[src/rtl/if_axi_fetch.sv]
`default_nettype none
// ============================================================================
// Module   : if_axi_fetch
// Purpose  : Instruction-fetch AXI4 read master. This block takes the current
//            PC and issues one single-beat read for each PC value. It returns
//            the fetched word to IF/ID. It stalls the PC until the
//            instruction for that PC is available.
// Revision : 1.0 - initial release
// ----------------------------------------------------------------------------
// Parameters
//   ID_W         width of ARID/RID
//   AR_ID        constant ID driven on ARID
//   NOP_INST     word delivered after reset or on an RRESP error
// Ports
//   clk          core clock, rising edge
//   rst_n        asynchronous active-low reset
//   fetch_en     core allowed to fetch (0 parks the FSM in IDLE)
//   pc_in        current PC, stable while pc_stall_axi=1
//   kill         redirect/flush: discard the in-flight fetch result
//   dm_stall     data-memory stall from the MEM stage
//   inst_out     fetched instruction, valid when pc_stall_axi=0
//   pc_stall_axi 1 = PC and IF must hold
//   fetch_err    sticky flag, set when a non-OKAY RRESP is seen
//   AR*/R*       AXI4 read address / read data channels (single beat)
// ============================================================================
module if_axi_fetch #(
    parameter int unsigned     ID_W     = 4,
    parameter logic [ID_W-1:0] AR_ID    = '0,
    parameter logic [31:0]     NOP_INST = 32'h0000_0013
) (
    input  logic            clk,
    input  logic            rst_n,
    input  logic            fetch_en,
    input  logic [31:0]     pc_in,
    input  logic            kill,
    input  logic            dm_stall,
    output logic [31:0]     inst_out,
    output logic            pc_stall_axi,
    output logic            fetch_err,
    output logic [ID_W-1:0] ARID,
    output logic [31:0]     ARADDR,
    output logic [3:0]      ARLEN,
    output logic [2:0]      ARSIZE,
    output logic [1:0]      ARBURST,
    output logic            ARVALID,
    input  logic            ARREADY,
    input  logic [ID_W-1:0] RID,
    input  logic [31:0]     RDATA,
    input  logic [1:0]      RRESP,
    input  logic            RLAST,
    input  logic            RVALID,
    output logic            RREADY
);

    typedef enum logic [1:0] {
        S_IDLE = 2'd0,
        S_ADDR = 2'd1,
        S_DATA = 2'd2,
        S_DONE = 2'd3
    } state_e;

    localparam logic [1:0] RESP_OKAY = 2'b00;

    state_e      state_q, state_d;
    logic        drop_q,  drop_d;
    logic [31:0] inst_q,  inst_d;
    logic        err_q,   err_d;

    // A kill counts only while a read is in flight (address or data phase).
    logic        kill_live;
    // The beat being accepted this cycle is discarded if the fetch was killed
    // earlier or is killed in this very cycle.
    logic        discard_beat;

    assign kill_live    = kill && ((state_q == S_ADDR) || (state_q == S_DATA));
    assign discard_beat = drop_q || kill;

    // ------------------------------------------------------------------
    // State register
    // ------------------------------------------------------------------
    always_ff @(posedge clk or negedge rst_n) begin
        if (!rst_n) begin
            state_q <= S_IDLE;
            drop_q  <= 1'b0;
            inst_q  <= NOP_INST;
            err_q   <= 1'b0;
        end else begin
            state_q <= state_d;
            drop_q  <= drop_d;
            inst_q  <= inst_d;
            err_q   <= err_d;
        end
    end

    // ------------------------------------------------------------------
    // Next-state and handshake outputs
    // ------------------------------------------------------------------
    always_comb begin
        state_d = state_q;
        drop_d  = drop_q;
        inst_d  = inst_q;
        err_d   = err_q;
        ARVALID = 1'b0;
        RREADY  = 1'b0;

        if (kill_live) begin
            drop_d = 1'b1;
        end

        case (state_q)
            S_IDLE: begin
                if (fetch_en) begin
                    state_d = S_ADDR;
                end
            end

            S_ADDR: begin
                // ARVALID stays up until accepted; fetch_en cannot withdraw it.
                ARVALID = 1'b1;
                if (ARREADY) begin
                    state_d = S_DATA;
                end
            end

            S_DATA: begin
                RREADY = 1'b1;
                if (RVALID) begin
                    if (discard_beat) begin
                        // Stale beat: drop it and refetch from the current PC.
                        drop_d  = 1'b0;
                        state_d = S_ADDR;
                    end else begin
                        if (RRESP == RESP_OKAY) begin
                            inst_d = RDATA;
                        end else begin
                            inst_d = NOP_INST;
                            err_d  = 1'b1;
                        end
                        state_d = S_DONE;
                    end
                end
            end

            S_DONE: begin
                // The PC advances on the edge that leaves DONE.
                if (!dm_stall) begin
                    state_d = fetch_en ? S_ADDR : S_IDLE;
                end
            end

            default: begin
                state_d = S_IDLE;
            end
        endcase
    end

    // ------------------------------------------------------------------
    // Outputs
    // ------------------------------------------------------------------
    assign pc_stall_axi = (state_q != S_DONE) || dm_stall;
    assign inst_out     = inst_q;
    assign fetch_err    = err_q;

    assign ARID    = AR_ID;
    assign ARADDR  = {pc_in[31:2], 2'b00};
    assign ARLEN   = 4'd0;
    assign ARSIZE  = 3'b010;
    assign ARBURST = 2'b01;

    // Inputs consumed only by protocol checks below.
    logic unused_inputs;
    assign unused_inputs = ^{pc_in[1:0], RLAST, RID};

`ifndef SYNTHESIS
    // Only one read is ever outstanding, so a beat outside DATA is illegal.
    a_rvalid_in_data: assert property (@(posedge clk) disable iff (!rst_n)
        RVALID |-> (state_q == S_DATA));

    a_rid_match: assert property (@(posedge clk) disable iff (!rst_n)
        RVALID |-> (RID == AR_ID));

    a_rlast_single: assert property (@(posedge clk) disable iff (!rst_n)
        RVALID |-> RLAST);

    a_arvalid_hold: assert property (@(posedge clk) disable iff (!rst_n)
        (ARVALID && !ARREADY) |=> (ARVALID && $stable(ARADDR)));
`endif

endmodule
`default_nettype wire

[config.mk]
export PLATFORM = sky130hd
export DESIGN_NAME = if_axi_fetch
export DESIGN_NICKNAME = d
export VERILOG_FILES = /design/src/rtl/if_axi_fetch.sv
export SDC_FILE = /design/constraint.sdc
export NUM_CORES = 1
export LEC_CHECK = 0
export CAP_MARGIN = 25
export CORE_ASPECT_RATIO = 2
export CORE_MARGIN = 5
export CORE_UTILIZATION = 25
export DETAILED_ROUTE_END_ITERATION = 8
export PLACE_DENSITY = 0.69
export SYNTH_ARGS = -nofsm -noshare
export SYNTH_HDL_FRONTEND = slang
export SYNTH_SLANG_ARGS = --single-unit
[constraint.sdc]
create_clock -name clk -period 3.4 [get_ports clk]
set_input_delay 0.34 -clock clk [delete_from_list [all_inputs] [get_ports clk]]
set_output_delay 0.34 -clock clk [all_outputs]
set_load 0.1 [all_outputs]
==> metrics.txt, run 1 <==
# rows=45; most common cell after layout, fill and taps aside=clkdlybuf4s50_1; run status=complete, no violations; crit-path max cell delay=1140 ps; DR vias=1394; router iterations before antenna repair=4; ANT nets after route=0; Worst Path Arrival=2110 ps; Port Buffers=76; worst slack, placed=1230 ps; slew margin rel.=0.335; GR peak layer=met2; nets@finish=338; Comb power frac=0.612; maximum vdd drop=0.486 mV; Congestion Overflow GR=0; initial core utilization=0.254; WL final=4120 µm; largest fanout on the critical path=6; first-pass GRT wire length=6440 µm; Seq pwr share=0.218; Psw=1.78 mW; Critical Path RT=3060 ps; main area contributors after synthesis=dfrtp_1 43%, buf_4 18%, nand2_1 12%; area delta synth->final=38.4%; commonest cells after routing, fill and taps aside=73 x clkdlybuf4s50_1, 62 x nand2_1, 33 x dfrtp_1; Clock Tree Root=clkbuf_16; Sw Share=0.556; dpl cells=343; RSZ-0062 raised after global routing=no; cell family contributing the most delay on the critical path=buffers and inverters; Via density=3.97; H-tree Lvls=2; Pint=1.42 mW; number of global-route vias before repair=1306; worst skew pair latency=270 ps; DIE AREA=9550 µm²; Fin. Hold Viols=0; Sink Count=36; Core Util, Final=0.351; layout cells sized above 1=0.0817; setup bufs post-CTS=0; gpl congestion=0.728; I/O pins=159; Startpoint Class=flip-flop; cts repair resizes=0; period utilization=0.720; fill count=762; Max Buffers Root-to-Sink=2; HPWL Detailed=2980 µm; post-synth top area share=0.434; hold slack=160 ps; Worst-path clk slew=50 ps; Mapped Cells=213; Max Clock Skew=2.02 ps; Post-Syn Area=1900 µm²; Leak=1.11 nW; CP Launch Point=state_q[1]; worst min path class=in2async; fmax=408 MHz; max-cap viol count=0; final setup margin=952 ps; DRC viols=0; initial antenna violation count=0; area leader, netlist=dfrtp_1; met1 Use GR=0.107; R2R setup slack=1740 ps; WP buf/inv=2; Max Slew Vio Count=0; Yosys warning count=0; fin crit period=2450 ps; TritonCTS buffer count=5; Non-Filler Instances=351; core area=7490 µm²; Worst Max-Slew Pin Slew=995 ps; Post-CTS Hold Buffers=0; Clock power frac=0.170; die width=71.7 µm; RR Startpoint=state_q[0]; syn avg cell area=8.92 µm²; met2 Track Usage GR=0.111; Die Height=133 µm; Yosys reg bits=36; count of cell types in the netlist=23; CTS tree=built; CP Capture Type=output port; pwr dens=1220 nW/µm²; Final Setup Violations=0; kind of critical path=reg2out; wire length per cell=11.7 µm; grt met3 use=0.0498; largest net degree at the start of global routing=66; setup TNS=0 ps; DR iter-0 viols=95; Seq/Total Area, Yosys=0.476; number of diodes=0; cells along the critical path=inv_1, ha_1, clkdlybuf4s50_1; Worst path slowest cell=clkdlybuf4s50_1; GR Util All Layers=0.0853
-- power groups by stage --
stage	Combinational [mW]	Clock (mW)	Sequential, mW
2_1_floorplan	0.623	0	1.79
3_3_place_gp	1.96	0	0.700
3_5_place_dp	1.97	0	0.705
4_1_cts	1.98	0.562	0.701
5_1_grt	2.04	0.576	0.724
6_report	1.96	0.543	0.698
-- Yosys cell counts (all sizes together) --
| master | number |
|---|---|
| conb | 2 |
| nand2 | 62 |
| a21boi | 1 |
| inv | 2 |
| o21ai | 33 |
| a31oi | 1 |
| ha | 4 |
| nand3 | 2 |
| dfrtp | 33 |
| a2111oi | 1 |
| nand2b | 1 |
| a21oi | 4 |
| nor2b | 3 |
| nor3 | 3 |
| nor2 | 2 |
| buf | 53 |
| clkbuf | 2 |
| dfstp | 3 |
| o21bai | 1 |
-- layer usage --
metal  up-vias  wire length (µm)
met4         0               127
met1       579              1750
li1        707                 -
met3        14               682
met5         -                 0
met2        94              1570
-- worst register-to-register path, cell delays in order (launching register included) --
cell	delay [ps]
dfrtp_1	400
inv_1	100
ha_1	270
nand3_2	80
buf_4	450
o21ai_0	210
-- cell families (layout without fill, tap and decap cells) --
logic type	after synthesis	in the layout	share of synthesized area
AO/OA/AOI/OAI	41	41	0.123
AND/OR/NAND/NOR	73	73	0.161
buffers and inverters	57	88	0.210
adder cells (fa/ha/maj)	4	4	0.0263
other	2	15	0.00395
flip-flops	36	36	0.476
-- path summary, 6_finish.rpt --
path,end,cells after the start
worst max-delay path,ARVALID,3
worst min-delay path,inst_out[7],1
worst max register to register,inst_out[27],5
worst min register to register,fetch_err,1
max in group asynchronous,inst_out[15],1
min in group clk,fetch_err,1
-- state kept, by name, indices dropped and copies added, names as in the netlist --
| signal | count |
|---|---|
| state_q | 2 |
| fetch_err | 1 |
| drop_q | 1 |
| inst_out | 32 |
-- per-stage QoR --
stage,power [mW],cell area [µm²]
global placement,2.66,2450
global route,3.34,2630
CTS,3.24,2630
floorplan,2.41,1950
detailed placement,2.68,2450
finish,3.20,2630
-- cell type report --
class,instances,area [µm²],area share
Clock buffer,7,153,0.0580
Clock inverter,1,30.0,0.0114
Inverter,2,7.51,0.00285
Multi-Input combinational cell,133,653,0.248
Sequential cell,36,905,0.344
Tap cell,94,118,0.0447
Timing Repair Buffer,78,766,0.291
Note: power is estimated with default switching activity, not from simulation.
==> run 2, diff against run 1 <==
--- a/config.mk
+++ b/config.mk
@@ -10,7 +10,7 @@
 export CORE_MARGIN = 5
 export CORE_UTILIZATION = 25
 export DETAILED_ROUTE_END_ITERATION = 8
-export PLACE_DENSITY = 0.69
+export PLACE_DENSITY = 0.72
 export SYNTH_ARGS = -nofsm -noshare
 export SYNTH_HDL_FRONTEND = slang
 export SYNTH_SLANG_ARGS = --single-unit
==> constraint.sdc (replaced) <==
create_clock -name clk -period 2 [get_ports clk]
set_input_delay 0.2 -clock clk [delete_from_list [all_inputs] [get_ports clk]]
set_output_delay 0.2 -clock clk [all_outputs]
set_load 0.1 [all_outputs]
==> metrics.txt, run 2 (synthesis gave the netlist of run 1 again) <==
cell family contributing the most delay on the critical path=compound AO/OA/AOI/OAI gates (was buffers and inverters); Leak=1.17 nW (was 1.11 nW); RR Endpoint=state_q[0] (was inst_out[27]); max-cap viol count=0 (unchanged); DIE AREA=9550 µm² (unchanged); R2R setup slack=360 ps (was 1740 ps); core area=7490 µm² (unchanged); Sink Count=36 (unchanged); H-tree Lvls=2 (unchanged); initial antenna violation count=0 (unchanged); wire length per cell=12.0 µm (was 11.7 µm); setup TNS=0 ps (unchanged); Port Buffers=76 (unchanged); Worst Path Arrival=1790 ps (was 2110 ps); CTS tree=built (unchanged); largest fanout on the critical path=6 (unchanged); ANT nets after route=0 (unchanged); Via density=4.02 (was 3.97); fin crit period=1640 ps; Worst path slowest cell=dfrtp_1 (was clkdlybuf4s50_1); nets@finish=338 (unchanged); Post-CTS Hold Buffers=0 (unchanged); Fin. Hold Viols=0 (unchanged); worst skew pair latency=270 ps (about the same); Critical Path RT=2160 ps (was 3060 ps); cts repair resizes=0 (unchanged); router iterations before antenna repair=4 (unchanged); gpl congestion=0.753 (was 0.728); Die Height=133 µm (unchanged); DRC viols=0 (unchanged); # rows=45 (unchanged); HPWL Detailed=3110 µm (was 2980 µm); WP buf/inv=1 (was 2); Final Setup Violations=0 (unchanged); Congestion Overflow GR=0 (unchanged); Max Slew Vio Count=0 (unchanged); RR Startpoint=state_q[1] (was state_q[0]); RSZ-0062 raised after global routing=no (unchanged); die width=71.7 µm (unchanged); WL final=4200 µm (was 4120 µm); Worst-path clk slew=50 ps (about the same); CP Capture Type=flip-flop (was output port); slew margin rel.=0.469 (was 0.335); DR iter-0 viols=73 (was 95); GR Util All Layers=0.0889 (was 0.0853); initial core utilization=0.254 (unchanged); max FFs per register=32 (unchanged); area delta synth->final=35.3% (was 38.4%); most common cell after layout, fill and taps aside=nand2_1 (was clkdlybuf4s50_1); setup bufs post-CTS=0 (unchanged); Max Buffers Root-to-Sink=2 (unchanged); number of diodes=0 (unchanged); crit-path max cell delay=420 ps (was 1140 ps); kind of critical path=reg2reg (was reg2out); cells along the critical path=inv_1, ha_1, nor2b_4, a2111oi_4, nand3_1, a21boi_1 (was inv_1, ha_1, clkdlybuf4s50_1); commonest cells after routing, fill and taps aside=62 x nand2_1, 39 x clkdlybuf4s50_1, 35 x buf_4 (was 73 x clkdlybuf4s50_1, 62 x nand2_1, 33 x dfrtp_1); final setup margin=364 ps (was 952 ps); Max Clock Skew=2.02 ps (about the same); first-pass GRT wire length=6700 µm (was 6440 µm); Worst Max-Slew Pin Slew=796 ps (was 995 ps); worst min path class=in2async (unchanged); I/O pins=159 (unchanged); Reg2Reg Depth=6 (was 5); maximum vdd drop=0.941 mV (was 0.486 mV); fmax=611 MHz; largest net degree at the start of global routing=66 (unchanged); Startpoint Class=flip-flop (unchanged); worst slack, placed=354 ps (was 1230 ps); Clock Tree Root=clkbuf_16 (unchanged); DR vias=1410 (was 1394); layout cells sized above 1=0.218 (was 0.0817); period utilization=0.818; TritonCTS buffer count=5 (unchanged); run status=complete, no violations (unchanged); pwr dens=2090 nW/µm² (was 1220 nW/µm²); number of global-route vias before repair=1367 (was 1306)
[run 2: worst max-delay path by stage]
stage / startpoint / to / depth (start not counted)
finish: state_q[1] / state_q[0] / 6
global route: state_q[0] / inst_out[3] / 5
CTS: state_q[1] / state_q[0] / 6
detailed placement: kill / inst_out[3] / 5
global placement: state_q[1] / state_q[0] / 6
floorplan: state_q[1] / state_q[0] / 6
[run 2: routing by layer]
metal | track usage | wire, µm
met4 | 0.0638 | 213
met1 | 0.113 | 1790
met5 | 0 | 0
met3 | 0.0431 | 615
met2 | 0.114 | 1590
[run 2: cell type report]
type                            instances  area (µm²)
Fill cell                             802        4920
Sequential cell                        36         905
Timing Repair Buffer                   78         718
Multi-Input combinational cell        133         656
Clock buffer                            5         125
Tap cell                               94         118
Clock inverter                          3        42.5
Inverter                                2        7.51
[run 2: per-stage QoR]
step           cells  power (mW)  utilization  hold slack, ps  instance area, µm²
2_1_floorplan    226        4.10            -           -95.6                1950
3_3_place_gp     343        4.52        0.321             342                2400
3_5_place_dp     343        4.56        0.321             347                2400
4_1_cts          351        5.45        0.343            48.7                2570
5_1_grt          351        5.63        0.343             104                2570
6_report         351        5.38        0.343            16.9                2570
[run 2: power breakdown]
group	internal [mW]	switching, mW	leakage, nW	total (mW)
Sequential	1.03	0.163	0.474	1.19
Combinational	0.709	2.62	0.618	3.33
Clock	0.584	0.277	0.0798	0.861
==> RTL edit (config.mk and constraints of run 2) <==
The 4 states of `state_e` get a one-hot encoding in 4 bits.
--- a/src/rtl/if_axi_fetch.sv
+++ b/src/rtl/if_axi_fetch.sv
@@ -52,11 +52,11 @@
     output logic            RREADY
 );
 
-    typedef enum logic [1:0] {
-        S_IDLE = 2'd0,
-        S_ADDR = 2'd1,
-        S_DATA = 2'd2,
-        S_DONE = 2'd3
+    typedef enum logic [3:0] {
+        S_IDLE = 4'b0001,
+        S_ADDR = 4'b0010,
+        S_DATA = 4'b0100,
+        S_DONE = 4'b1000
     } state_e;
 
     localparam logic [1:0] RESP_OKAY = 2'b00;
Check against the original RTL: no difference found for any inputs over 10 cycles, from zero or initial values and one cycle with rst_n low; not proved beyond that.
==> RTL edit against run 2 <==
Routed wire length is 18% higher. Worst setup slack worse by 0.24 ns. Clock skew is 0.0055 ns higher. Largest cell class unchanged. Core utilization is 1.4 points lower. Design area is 5.6% higher. Fmax is 13% lower. Sequential cell count is 2 higher. Synthesized area is 9.6% higher. Via count is 12% higher.
Power is not compared: it rests on default switching activity, and its combinational part moved more than twofold at a synthesized area within 25%.
==> RTL edit: results (changes against run 2) <==
post_cts_buffers: 0  # unchanged
hpwl_um: 3800  # +22%
synth_common_cells: "nand2_1, buf_4, dfrtp_1, o21ai_1"
grt_use_met1_pct: 8.88  # -2.4 points
ir_drop_mv: 0.465
drt_pass1_iterations: 4  # unchanged
tightest_slew_ns: 0.871  # +0.0752 ns
wl_per_cell_um: 13.4  # +12%
grt_pass1_wl_um: 7620  # +14%
largest_register_ff_count: 32  # unchanged
synth.distinct_cells: 30  # +30%
clk_pin_slew_ns: 0.06
synthTopCellsByArea: "dfrtp_1, buf_4, nand2_1, o21ai_1, dfstp_2"
fin_cells: 372  # +6.0%
ys_async_sr_fraction_pct: 100  # unchanged
worst_ep_arrival_time_ns: 1.68  # -0.11 ns
comb_power_share_pct: 43.4
synth_adder_area_share_pct: 0  # -2.6 points
cp-startpoint: "state_q[3]$_DFFE_PN0P_"
fin_nets: 351  # +3.8%
portBuffers: 76  # unchanged
synth_compound_area_share_pct: 13.5  # +1.1 points
post_cts_resized: 0  # unchanged
cts_buffers: 5  # unchanged
hold_class: "in2async"
place_area_um2: 2570  # +6.8%
place_congestion: 0.781  # +3.8%
clockBufferDepth: 2  # unchanged
top_layer: "met4"
grt_util_met2_pct: 17.1  # +5.7 points
nFillCells: 860  # +7.2%
p_sw_mw: 1.42
insertion_delay_ns: 0.28
p_leak_nw: 1.22
fin_skew_ns: 0.00750  # +0.00549 ns
wl_met1_um: 1610  # -10%
seq-power_mw: 1.03
antennaDiodeCount: 0  # unchanged
antenna_found_initial: 0  # unchanged
crit_fanout: 11  # +5
grt_use_met3_pct: 3.34  # -0.97 points
syn_area_per_cell_um2: 8.94  # +0.20%
cts_root_buffer: "clkbuf_16"
dr_wl_met3_um: 488  # -21%
wl_met2_um: 2600  # +64%
seq_area_frac_synth_pct: 45.9  # -1.7 points
grt_max_degree: 67  # +1.5%
drive_gt1_share_pct: 22.6  # +0.84 points
vias: 1580  # +12%
grt_usage_pct: 9.69  # +0.80 points
dp.cells: 364  # +6.1%
status: "complete, no violations"
drt_iter0_markers: 26  # -64%
ys_warn_count: 0  # unchanged
[RTL edit: cell types whose count changed after synthesis, moves of 5 or more]
cell	change
o21ai_0	-26
o21ai_1	+25
buf_2	-6
o21ai_2	+6
buf_6	+5
[RTL edit: worst paths after layout]
path / end / slack, ns / cells after the start
max: ARVALID / 0.12 / 3
min: inst_out[10]$_DFFE_PN0P_ / 0.04 / 1
max reg2reg: drop_q$_DFF_PN0_ / 0.44 / 4
min reg2reg: inst_out[0]$_DFFE_PN1P_ / 0.47 / 2
max in group asynchronous: inst_out[30]$_DFFE_PN0P_ / 1.42 / 1
min in group clk: ARADDR[17] / 0.40 / 0
[RTL edit: per-stage QoR]
stage | util, % | hold WS (ns) | worst slack (ns) | total power [mW] | setup TNS (ns)
floorplan | - | -0.0956 | -0.473 | 2.42 | -16.11
global placement | 31.2 | 0.364 | 0.443 | 2.41 | 0
detailed placement | 31.2 | 0.378 | 0.430 | 2.44 | 0
CTS | 33.0 | 0.0679 | 0.124 | 3.26 | 0
global route | 33.0 | 0.122 | 0.0506 | 3.36 | 0
finish | 33.0 | 0.0403 | 0.121 | 3.20 | 0
[RTL edit: logic make-up after synthesis]
kind of cell,Yosys count
AO/OA/AOI/OAI,47
buffers and inverters,62
flip-flops,38
other,2
AND/OR/NAND/NOR,84
[RTL edit: area by class of cell]
cell class                      count  share of cell area [%]
Sequential cell                    38                    35.2
Timing Repair Buffer               79                    27.6
Multi-Input combinational cell    146                    26.8
Clock buffer                        7                    5.25
Tap cell                           98                    4.52
Inverter                            3                   0.415
Clock inverter                      1                   0.184
[RTL edit: critical path, cell delays in order (launching register included)]
cell     delay [ns]
dfrtp_1        0.49
or4b_4         0.58
inv_1          0.14
buf_12         0.19
